[src/rtl/byte_frame_loader.sv]
// Stream-to-memory frame loader: writes DEPTH bytes into the pack FSM, kicks it, waits for done.
// Define BYTE_FRAME_LOADER_PAD_EN to zero-fill frames cut short by s_last.
module byte_frame_loader #(
  parameter int DEPTH   = 32,
  parameter int AW      = 5,
  parameter int TIMEOUT = 255
) (
  input  logic          clk,
  input  logic          rst,
  input  logic [7:0]    s_data,
  input  logic          s_valid,
  input  logic          s_last,
  output logic          s_ready,
  output logic          wr_en,
  output logic [AW-1:0] wr_add,
  output logic [7:0]    data_wr,
  output logic          op_mode,
  input  logic          done,
  output logic          busy,
  output logic          frame_done,
  output logic          err_timeout
);

  localparam int            WW          = $clog2(TIMEOUT + 1);
  localparam logic [AW-1:0] LAST_ADDR   = AW'(DEPTH - 1);
  localparam logic [WW-1:0] TIMEOUT_PRE = WW'(TIMEOUT - 1);
  localparam logic [WW-1:0] TIMEOUT_MAX = WW'(TIMEOUT);

  typedef enum logic [1:0] {LOAD, PAD, KICK, WAIT} state_t;

  state_t        state;
  logic [AW-1:0] cnt;
  logic [WW-1:0] wait_cnt;
  logic          accept;

  assign s_ready = (state == LOAD);
  assign busy    = (state != LOAD);
  assign accept  = s_valid & s_ready;

  // NOTE: all state and registered outputs use non-blocking assignments so every
  // read in this block sees the value from before the edge.
  always_ff @(posedge clk) begin
    if (rst) begin
      state       <= LOAD;
      cnt         <= '0;
      wait_cnt    <= '0;
      wr_en       <= 1'b0;
      wr_add      <= '0;
      data_wr     <= '0;
      op_mode     <= 1'b0;
      frame_done  <= 1'b0;
      err_timeout <= 1'b0;
    end else begin
      // NOTE: strobes default low here, so each one is a single-cycle pulse
      // unless a branch below re-asserts it.
      wr_en      <= 1'b0;
      op_mode    <= 1'b0;
      frame_done <= 1'b0;

      case (state)
        LOAD: begin
          if (accept) begin
            wr_en   <= 1'b1;
            wr_add  <= cnt;
            data_wr <= s_data;
            cnt     <= cnt + 1'b1;
            // A full frame wins over s_last on its final byte.
            if (cnt == LAST_ADDR) begin
              state <= KICK;
            end else if (s_last) begin
`ifdef BYTE_FRAME_LOADER_PAD_EN
              state <= PAD;
`else
              state <= KICK;
`endif
            end
          end
        end

`ifdef BYTE_FRAME_LOADER_PAD_EN
        PAD: begin
          wr_en   <= 1'b1;
          wr_add  <= cnt;
          data_wr <= '0;
          cnt     <= cnt + 1'b1;
          if (cnt == LAST_ADDR) state <= KICK;
        end
`endif

        KICK: begin
          op_mode  <= 1'b1;
          wait_cnt <= '0;
          state    <= WAIT;
        end

        WAIT: begin
          if (wait_cnt != TIMEOUT_MAX) wait_cnt <= wait_cnt + 1'b1;
          if (wait_cnt == TIMEOUT_PRE) err_timeout <= 1'b1;
          // wait_cnt == 0 marks the op_mode cycle, where done may still be stale.
          if (wait_cnt != '0 && done) begin
            frame_done <= 1'b1;
            cnt        <= '0;
            state      <= LOAD;
          end
        end

        default: state <= LOAD;
      endcase
    end
  end

endmodule

[config.mk]
export PLATFORM = sky130hd
export DESIGN_NAME = byte_frame_loader
export DESIGN_NICKNAME = d
export VERILOG_FILES = /design/src/rtl/byte_frame_loader.sv
export SDC_FILE = /design/constraint.sdc
export NUM_CORES = 1
export LEC_CHECK = 0
export ABC_AREA = 1
export CORE_MARGIN = 2
export CORE_UTILIZATION = 48
export CTS_BUF_LIST = sky130_fd_sc_hd__clkbuf_4
export DETAILED_ROUTE_END_ITERATION = 16
export PLACE_DENSITY = 0.82
export SLEW_MARGIN = 40
export SYNTH_ARGS = -nofsm -noshare
export SYNTH_HDL_FRONTEND = slang
export SYNTH_SLANG_ARGS = --single-unit
[constraint.sdc]
create_clock -name clk -period 4 [get_ports clk]
set_input_delay 0.8 -clock clk [delete_from_list [all_inputs] [get_ports clk]]
set_output_delay 0.8 -clock clk [all_outputs]
set_load 0.01 [all_outputs]
==> run metrics, run 1 <==
# IOs 32; clk_skew 0.0125 ns; final hold violation count 0; port bufs 31; most frequent cells in the layout nor2_1, dfxtp_1, clkdlybuf4s50_1, nand2_1, o21ai_0; initial core utilization 51.7%; area of the core 2810 µm²; Synth Area in Adders 4.32%; Max clock buf depth 2; worst slew pin tran 0.493 ns; WP buf/inv 2; first-pass GRT wire length 4960 µm; Die Ht 58.9 µm; placed cells 246; minimum clock period 2.38 ns; total track usage 19.4%; critical path's slowest cell dfxtp_1; crit-path max FO 8; antenna-violating nets left 0; Max VDD drop 0.229 mV; capturing point of the worst reg2reg path wait_cnt[7]; maximum number of pins on one net before global-route repair 19; Vias 1298; Synth Area per Inst 7.67 µm²; crit path from state[1]; Non-Filler Instances 254; WL per Instance 11.4 µm; Power Density 375 nW/µm²; Yosys cell types 28; Place WS 1.52 ns; CP Capture Point busy; crit-path cells nor2_4, inv_1, clkdlybuf4s50_1; RD Place Congestion 0.878; ANT cells 0; register bit total from synthesis 32; CTS tree done; overall routed net length 2910 µm; Clock Pin Slew Worst Setup and Hold Paths 0.10 ns; FF/Latch Area 641 µm²; sequential element share of the synthesized area 44.2%; number of max-cap violations 0; Syn-to-layout area delta 27.1%; Leak Pwr 0.745 nW; Finished Core Util 65.7%; number of global-route vias before repair 1102; drt first pass iters 10; Detailed Place HPWL 2090 µm; DRC Markers 1; setup TNS 0 ns; Setup violations, final 0; RSZ-0062 raised after global routing false; net count after synthesis 207; critical path required time 3.20 ns; filler instances 236; Compound-Gate Fraction of Synth Area 13.0%; worst r2r src wait_cnt[1]; multi-input logic area 691 µm²; Num CTS Buffers 5; clk_lat worst skew 0.35 ns; Worst R2R Setup Slack 2.55 ns; Slew HR 67.1%; Synth warnings 0; Congestion Overflow GR 0; CP Depth 3; Setup CP Type register to output pin; initial antenna violation count 0; post-CTS sizing 0; Worst setup SP type register; Synth Cell Area 1450 µm²; Starting DRT DRC Count 52; hold crit path type register to register; Crit path largest cell delay 0.57 ns; Slew Viols, Final 0; post-synthesis simple-gate area fraction 30.4%; outcome finished with violations; Worst Slack Setup Final 1.62 ns; Tcrit/Tclk final 59.5%; most common cell after layout, fill and taps aside nor2_1; clock root cell clkbuf_4; post-synthesis cell count 189; Synth Area in XOR/XNOR 0%; Std-Cell Rows 19; violated checks DRC; largest family of logic cells by synthesized area simple AND/OR/NAND/NOR gates; crit-path leading delay family buffers and inverters; clk sinks 32; Max Clock Freq 0.420 GHz; postcts setup bufs 0; H-tree depth 2; Hold Buf Count CTS 0; Worst Reg2Reg Path Length in Cells 10; Die ar. 3470 µm²; Die X 58.9 µm; Worst Path Arrival 1.58 ns; layout cell share with drive strength beyond 1 10.8%; CP endpoint kind output pin; multiplexer area fraction after synthesis 0%; Vias/cell 5.11; Final nets 240
[cell families after synthesis]
kind of cell             Yosys count
AO/OA/AOI/OAI                     34
adder cells (fa/ha/maj)            5
flip-flops                        32
buffers and inverters             26
AND/OR/NAND/NOR                   92
[cells in the mapped netlist]
cell	instances	share of area (%)
a21oi_2	2	1.2
nor3b_1	1	0.52
a21oi_1	9	3.1
inv_1	18	4.7
nand2_2	3	1.3
o211ai_1	1	0.52
nand3_4	2	2.4
nand4_1	2	0.86
ha_1	5	4.3
nor2_1	39	10
nand2_1	27	7.0
a31oi_1	1	0.43
buf_6	2	1.6
inv_2	2	0.52
nand3_1	11	3.8
a21o_1	1	0.52
nor3_1	1	0.35
clkbuf_1	1	0.26
nand3b_1	1	0.52
inv_4	1	0.43
nor2_2	1	0.43
nand2_4	2	1.6
buf_2	1	0.35
o21ai_0	19	6.6
nor2_4	2	1.6
o21ai_2	1	0.60
clkbuf_2	1	0.35
dfxtp_1	32	44
[per-layer routing]
metal,vias up,GRT usage [%],part of all wire (%)
met5,-,0,0
met4,0,9.74,2.2
met3,6,7.25,5.5
met2,34,27.5,45
met1,584,25.9,47
li1,674,-,-
[worst reg2reg max path: cells and delay by family (launching register included)]
| kind | cells | cell delay (ns) |
|---|---|---|
| DFF | 1 | 0.42 |
| adders and majority gates | 1 | 0.19 |
| buffers and inverters | 2 | 0.14 |
| and+or+nand+nor | 7 | 0.59 |
[power by group]
group / internal (mW) / total (mW) / switching [mW]
sequential: 0.334 / 0.345 / 0.0110
combinational: 0.0483 / 0.0930 / 0.0446
clock: 0.138 / 0.253 / 0.115
[final cells by class]
cell class	instances	share of cell area, %
clock buffer	6	2.45
clock inverter	2	1.90
inverter	21	4.42
multi-input combinational	131	37.5
sequential	32	34.8
tap	31	2.11
timing repair buffer	31	16.8
[flip-flops by register name, indices dropped and copies added (netlist names)]
name / cells
wr_add: 5
op_mode: 1
wait_cnt: 8
data_wr: 8
state: 2
cnt: 5
wr_en: 1
err_timeout: 1
frame_done: 1
[through the flow]
| stage | hold slack, ns | total power, mW | instance area (µm²) |
|---|---|---|---|
| after floorplan | 0.457 | 0.401 | 1450 |
| after global placement | 0.461 | 0.445 | 1760 |
| after detailed placement | 0.472 | 0.446 | 1760 |
| after CTS | 0.494 | 0.699 | 1840 |
| after global routing | 0.515 | 0.727 | 1840 |
| final | 0.491 | 0.691 | 1840 |
[worst min path at each step]
| stage | end | slack (ns) | startpoint | cells after the start |
|---|---|---|---|---|
| 2_1_floorplan | wait_cnt[5] | 0.46 | wait_cnt[5] | 2 |
| 5_1_grt | data_wr[1] | 0.51 | data_wr[1] | 2 |
| 3_3_place_gp | data_wr[5] | 0.46 | data_wr[5] | 2 |
| 3_5_place_dp | data_wr[5] | 0.47 | data_wr[5] | 2 |
| 6_report | data_wr[5] | 0.49 | data_wr[5] | 2 |
| 4_1_cts | cnt[3] | 0.49 | cnt[3] | 2 |
Power figures use the tool's default switching activity.
==> run 2, diff against run 1 <==
- CORE_UTILIZATION: 48 -> 47
- PLACE_DENSITY: 0.82 -> 0.84
- clock period: 4 -> 2.1 ns (I/O delays scaled with it)
==> run metrics, run 2 (synthesis results as in run 1) <==
met2 usage 27.5% (about the same); initial antenna violation count 0 (unchanged); Die ar. 3540 µm² (+2.0%); Hold WS 0.474 ns (-0.0168 ns); # IOs 32 (unchanged); clock root cell clkbuf_4; final hold violation count 0 (unchanged); number of max-cap violations 0 (unchanged); clk_lat worst skew 0.33 ns (-0.02 ns); Vias/cell 5.02 (-1.7%); Final Power 1.29 mW (+87%); antenna-violating nets left 0 (unchanged); setup TNS 0 ns (unchanged); Max Clock Freq 0.502 GHz; CP endpoint kind output pin; worst slew pin tran 0.396 ns (-0.0976 ns); Syn-to-layout area delta 28.0%; M1 GR Usage 23.1% (-2.8 points); number of global-route vias before repair 1108 (+0.54%); GR peak layer met2; Num CTS Buffers 5 (unchanged); Congestion Overflow GR 0 (unchanged); Worst R2R Setup Slack 0.69 ns (-1.86 ns); worst r2r src wait_cnt[0]; hold crit path type register to register; overall routed net length 2850 µm (-1.9%); filler instances 255 (+8.1%); initial core utilization 48.3% (-3.4 points); Std-Cell Rows 20 (+1); Clock Pin Slew Worst Setup and Hold Paths 0.09 ns (about the same); Finished Core Util 61.8% (-3.9 points); Power Density 696 nW/µm² (+86%); minimum clock period 1.99 ns; Max clock buf depth 2 (unchanged); met3 Resource Use GR 3.49% (-3.8 points); Final nets 242 (+0.83%); Worst Path Arrival 1.57 ns (about the same); drt first pass iters 4 (-6); CTS tree done; total track usage 17.3% (-2.1 points); first-pass GRT wire length 4670 µm (-5.8%); maximum number of pins on one net before global-route repair 19 (unchanged); RSZ-0062 raised after global routing false; ANT cells 0 (unchanged); Leak Pwr 0.749 nW (+0.57%); Tcrit/Tclk final 94.9%; Max VDD drop 0.300 mV (+31%); Setup violations, final 0 (unchanged); Die Ht 59.5 µm (+0.98%); Slew Viols, Final 0 (unchanged); area of the core 3000 µm² (+7.0%); layout cell share with drive strength beyond 1 10.7% (-0.096 points); postcts setup bufs 0 (unchanged); outcome finished clean; most frequent cells in the layout nor2_1, dfxtp_1, clkdlybuf4s50_1, nand2_1, o21ai_0; Vias 1296 (-0.15%); Die X 59.5 µm (+0.98%); crit-path max FO 8 (unchanged); clk sinks 32 (unchanged); top flop regs data_wr: 8 flops, wait_cnt: 8 flops; hold path startpoint err_timeout; Setup CP Type register to output pin; DRC Markers 0 (-1); WL per Instance 11.1 µm (-3.4%); clk_skew 0.0109 ns (-0.00161 ns); Starting DRT DRC Count 62 (+19%); H-tree depth 2 (unchanged); Detailed Place HPWL 2110 µm (+1.1%); port bufs 31 (unchanged); RD Place Congestion 0.821 (-6.4%); Worst setup SP type register; post-CTS sizing 0 (unchanged); crit path from state[1]; placed cells 250 (+1.6%); Slew HR 73.6% (+6.5 points); critical path required time 1.68 ns (-1.52 ns); most common cell after layout, fill and taps aside nor2_1; Non-Filler Instances 258 (+1.6%); Hold Buf Count CTS 0 (unchanged)
## run 2: final cells by class
cell class              count  area (µm²)  area share [%]
multi-input cells         131         691            37.2
flip-flops and latches     32         641            34.5
repair buffers             33         325            17.5
inverters                  21        81.3            4.39
well taps                  33        41.3            2.23
clock buffers               5        37.5            2.02
clock inverters             3        37.5            2.02
## run 2: routing by layer
layer,part of all wire (%),vias to the layer above
met2,48,37
met3,4.9,4
met5,0,-
met1,46,576
met4,1.3,0
li1,-,679
## run 2: worst max-delay path, stage by stage, from the launching register on
cell and delay (ns):
dfxtp_1 0.57, nor2_4 0.09, inv_1 0.06, clkdlybuf4s50_1 0.52
## run 2: final timing paths
check,end,cells past startpoint
min,err_timeout,2
max reg2reg,wait_cnt[7],10
min reg2reg,err_timeout,2
max,busy,3
## run 2: metrics by stage
step | setup slack, ns | cell area, µm²
finish | 0.108 | 1850
global route | 0.0220 | 1850
CTS | 0.0912 | 1850
detailed placement | 0.434 | 1780
global placement | 0.458 | 1780
floorplan | 0.829 | 1450
## run 2: report_power, final
group          internal, mW  switching, mW  total (mW)
combinational        0.0946         0.0860       0.181
clock                 0.243          0.209       0.452
sequential            0.636         0.0217       0.658
==> patch: new RTL, config.mk and constraints of run 2 <==
Change the parameter `TIMEOUT` from 255 to 510.
--- a/src/rtl/byte_frame_loader.sv
+++ b/src/rtl/byte_frame_loader.sv
@@ -4,5 +4,5 @@
   parameter int DEPTH   = 32,
   parameter int AW      = 5,
-  parameter int TIMEOUT = 255
+  parameter int TIMEOUT = 510
 ) (
   input  logic          clk,
Formal check against the unedited RTL: same outputs for any inputs over 10 cycles, from zero or initial values and one cycle with rst high; that may be too few to reach the edited logic, so the function may still have changed.
==> patch against run 2 <==
Worst setup slack improved by 0.11 ns. Sequential cell count grew 1. Via count rose by 7.6%. Hold slack better by 0.016 ns. Total power rose by 8.7%. Cell area grew 5.6%. Area after synthesis increased by 5.2%. Combinational power rose by 29%. Cell count grew 11%. Wire length is 14% higher. Global-route usage increased by 1.8 points. Maximum frequency rose by 5.7%.
==> patch: results (changes against run 2) <==
.. list-table::
   :header-rows: 1

   * - Metric
     - Value
   * - Via count
     - 1395 (+7.6%)
   * - Slowest cell delay on critical path
     - 0.53 ns (-0.04 ns)
   * - Length of the first detailed-routing pass in iterations
     - 4 (unchanged)
   * - Fraction of registers with async set or reset after synthesis
     - 0% (unchanged)
   * - Post-CTS Repair Setup Buffers
     - 0 (unchanged)
   * - Biggest registers after layout
     - wait_cnt x9, data_wr x8
   * - Largest cells by area after synthesis
     - dfxtp_1 43%, nor2_1 12%, nand2_1 8.9%
   * - Depth of the CTS H-tree
     - 2 (unchanged)
   * - Result of the run
     - finished clean
   * - CP arrival
     - 1.47 ns (-0.10 ns)
   * - Number of distinct library cells after synthesis
     - 26 (-7.1%)
   * - Layout Skew
     - 0.00882 ns (-0.00203 ns)
   * - Total routing usage reported by global routing
     - 19.2% (+1.8 points)
   * - Peak ir drop on the vdd network
     - 0.000469 V (+56%)
   * - Max Fanout on Critical Path
     - 7 (-1)
   * - Detailed placer's ending HPWL
     - 2.35 mm (+11%)
   * - Max Root-Sink Buffers
     - 2 (unchanged)
   * - Initial antenna violation count
     - 0 (unchanged)
   * - Post-synthesis net count
     - 225 (+8.7%)
   * - Slew of the pin with the lowest slew margin
     - 0.465 ns (+0.0691 ns)
   * - Sequential share of the synthesized area
     - 43.3% (-0.86 points)
   * - First DRT Iteration DRCs
     - 47 (-24%)
   * - Post-layout nets
     - 261 (+7.9%)
   * - Most numerous cell types in the synthesized netlist
     - 47 x nor2_1, 36 x nand2_1, 33 x dfxtp_1
   * - Fraction of final layout cells with drive strength greater than 1
     - 9.47% (-1.2 points)
   * - Worst path slowest cell
     - clkdlybuf4s50_1
   * - Global-route wire length before repair
     - 5.15 mm (+10%)
   * - Lkg Pwr
     - 0.823 nW (+9.9%)
   * - WL final
     - 3.24 mm (+14%)
   * - Instance area after placement
     - 1880 um2 (+5.6%)
   * - Gp weighted congestion
     - 0.877 (+6.8%)
   * - Vias in the first global route
     - 1177 (+6.2%)
   * - Clock-pin transition on the worst setup and hold timing paths
     - 0.10 ns
   * - Worst hold-check path type
     - flop to flop
[patch: cell count changes after synthesis, moves of 2 or more]
cell / before / now
nor2_1: 39 / 47
nand2_1: 27 / 36
o21ai_0: 19 / 17
a21oi_1: 9 / 7
inv_2: 2 / 0
nand2_2: 3 / 1
inv_1: 18 / 22
nor3_1: 1 / 3
[patch: cells by family after synthesis]
logic type               Yosys count  synth area share [%]
AO/OA/AOI/OAI                     28                  10.1
adder cells (fa/ha/maj)            6                  4.93
flip-flops                        33                  43.3
AND/OR/NAND/NOR                  110                  33.3
buffers and inverters             29                  8.29
[patch: cell type report]
class                      instances  area (um2)
sequential                        33         662
inverter                          25         100
multi-input combinational        144         737
timing repair buffer              33         325
clock buffer                       6        45.0
clock inverter                     2        33.8
fill                             264        1120
tap                               44        55.1
[patch: where the power goes]
group | leakage [nW] | internal [W] | total, W | switching [W]
clock network | 0.0433 | 0.000261 | 0.000478 | 0.000217
logic | 0.510 | 0.000116 | 0.000234 | 0.000118
registers | 0.270 | 0.000663 | 0.000691 | 0.0000277
[patch: routing by layer]
layer,vias up,share of wire [%],track usage [%]
li1,730,-,-
met4,0,1.9,9.63
met2,28,46,26.9
met1,629,48,27.1
met3,8,4.0,4.90
met5,-,0,0
[patch: worst max-delay path: cells and delay by family (launching register included)]
family / cells / cell delay (ns)
and+or+nand+nor: 1 / 0.08
DFF: 1 / 0.47
buffers and inverters: 2 / 0.58
[patch: final timing paths]
kind	slack (ns)	cells after the start	end
setup / recovery	0.21	3	busy
hold / removal	0.49	2	err_timeout$_SDFFE_PP0P_
setup reg to reg	0.68	9	cnt[2]$_SDFFE_PP0P_
hold reg to reg	0.49	2	err_timeout$_SDFFE_PP0P_
[patch: through the flow]
| step | instances | hold slack [ns] | setup WS, ns | total power, W | utilization (%) |
|---|---|---|---|---|---|
| 6_report | 287 | 0.490 | 0.214 | 0.00140 | 63.6 |
| 5_1_grt | 287 | 0.516 | 0.148 | 0.00146 | 63.6 |
| 4_1_cts | 287 | 0.491 | 0.0764 | 0.00141 | 63.6 |
| 3_5_place_dp | 279 | 0.476 | 0.306 | 0.000939 | 61.0 |
| 3_3_place_gp | 279 | 0.461 | 0.421 | 0.000932 | 61.0 |
| 2_1_floorplan | 206 | 0.467 | 0.836 | 0.000823 | - |
[patch: repair_timing]
action,4_1_cts,5_1_grt
resized for setup,0,1
hold buffers,0,0
endpoints found under the setup margin,0,1
endpoints found under the hold margin,0,0
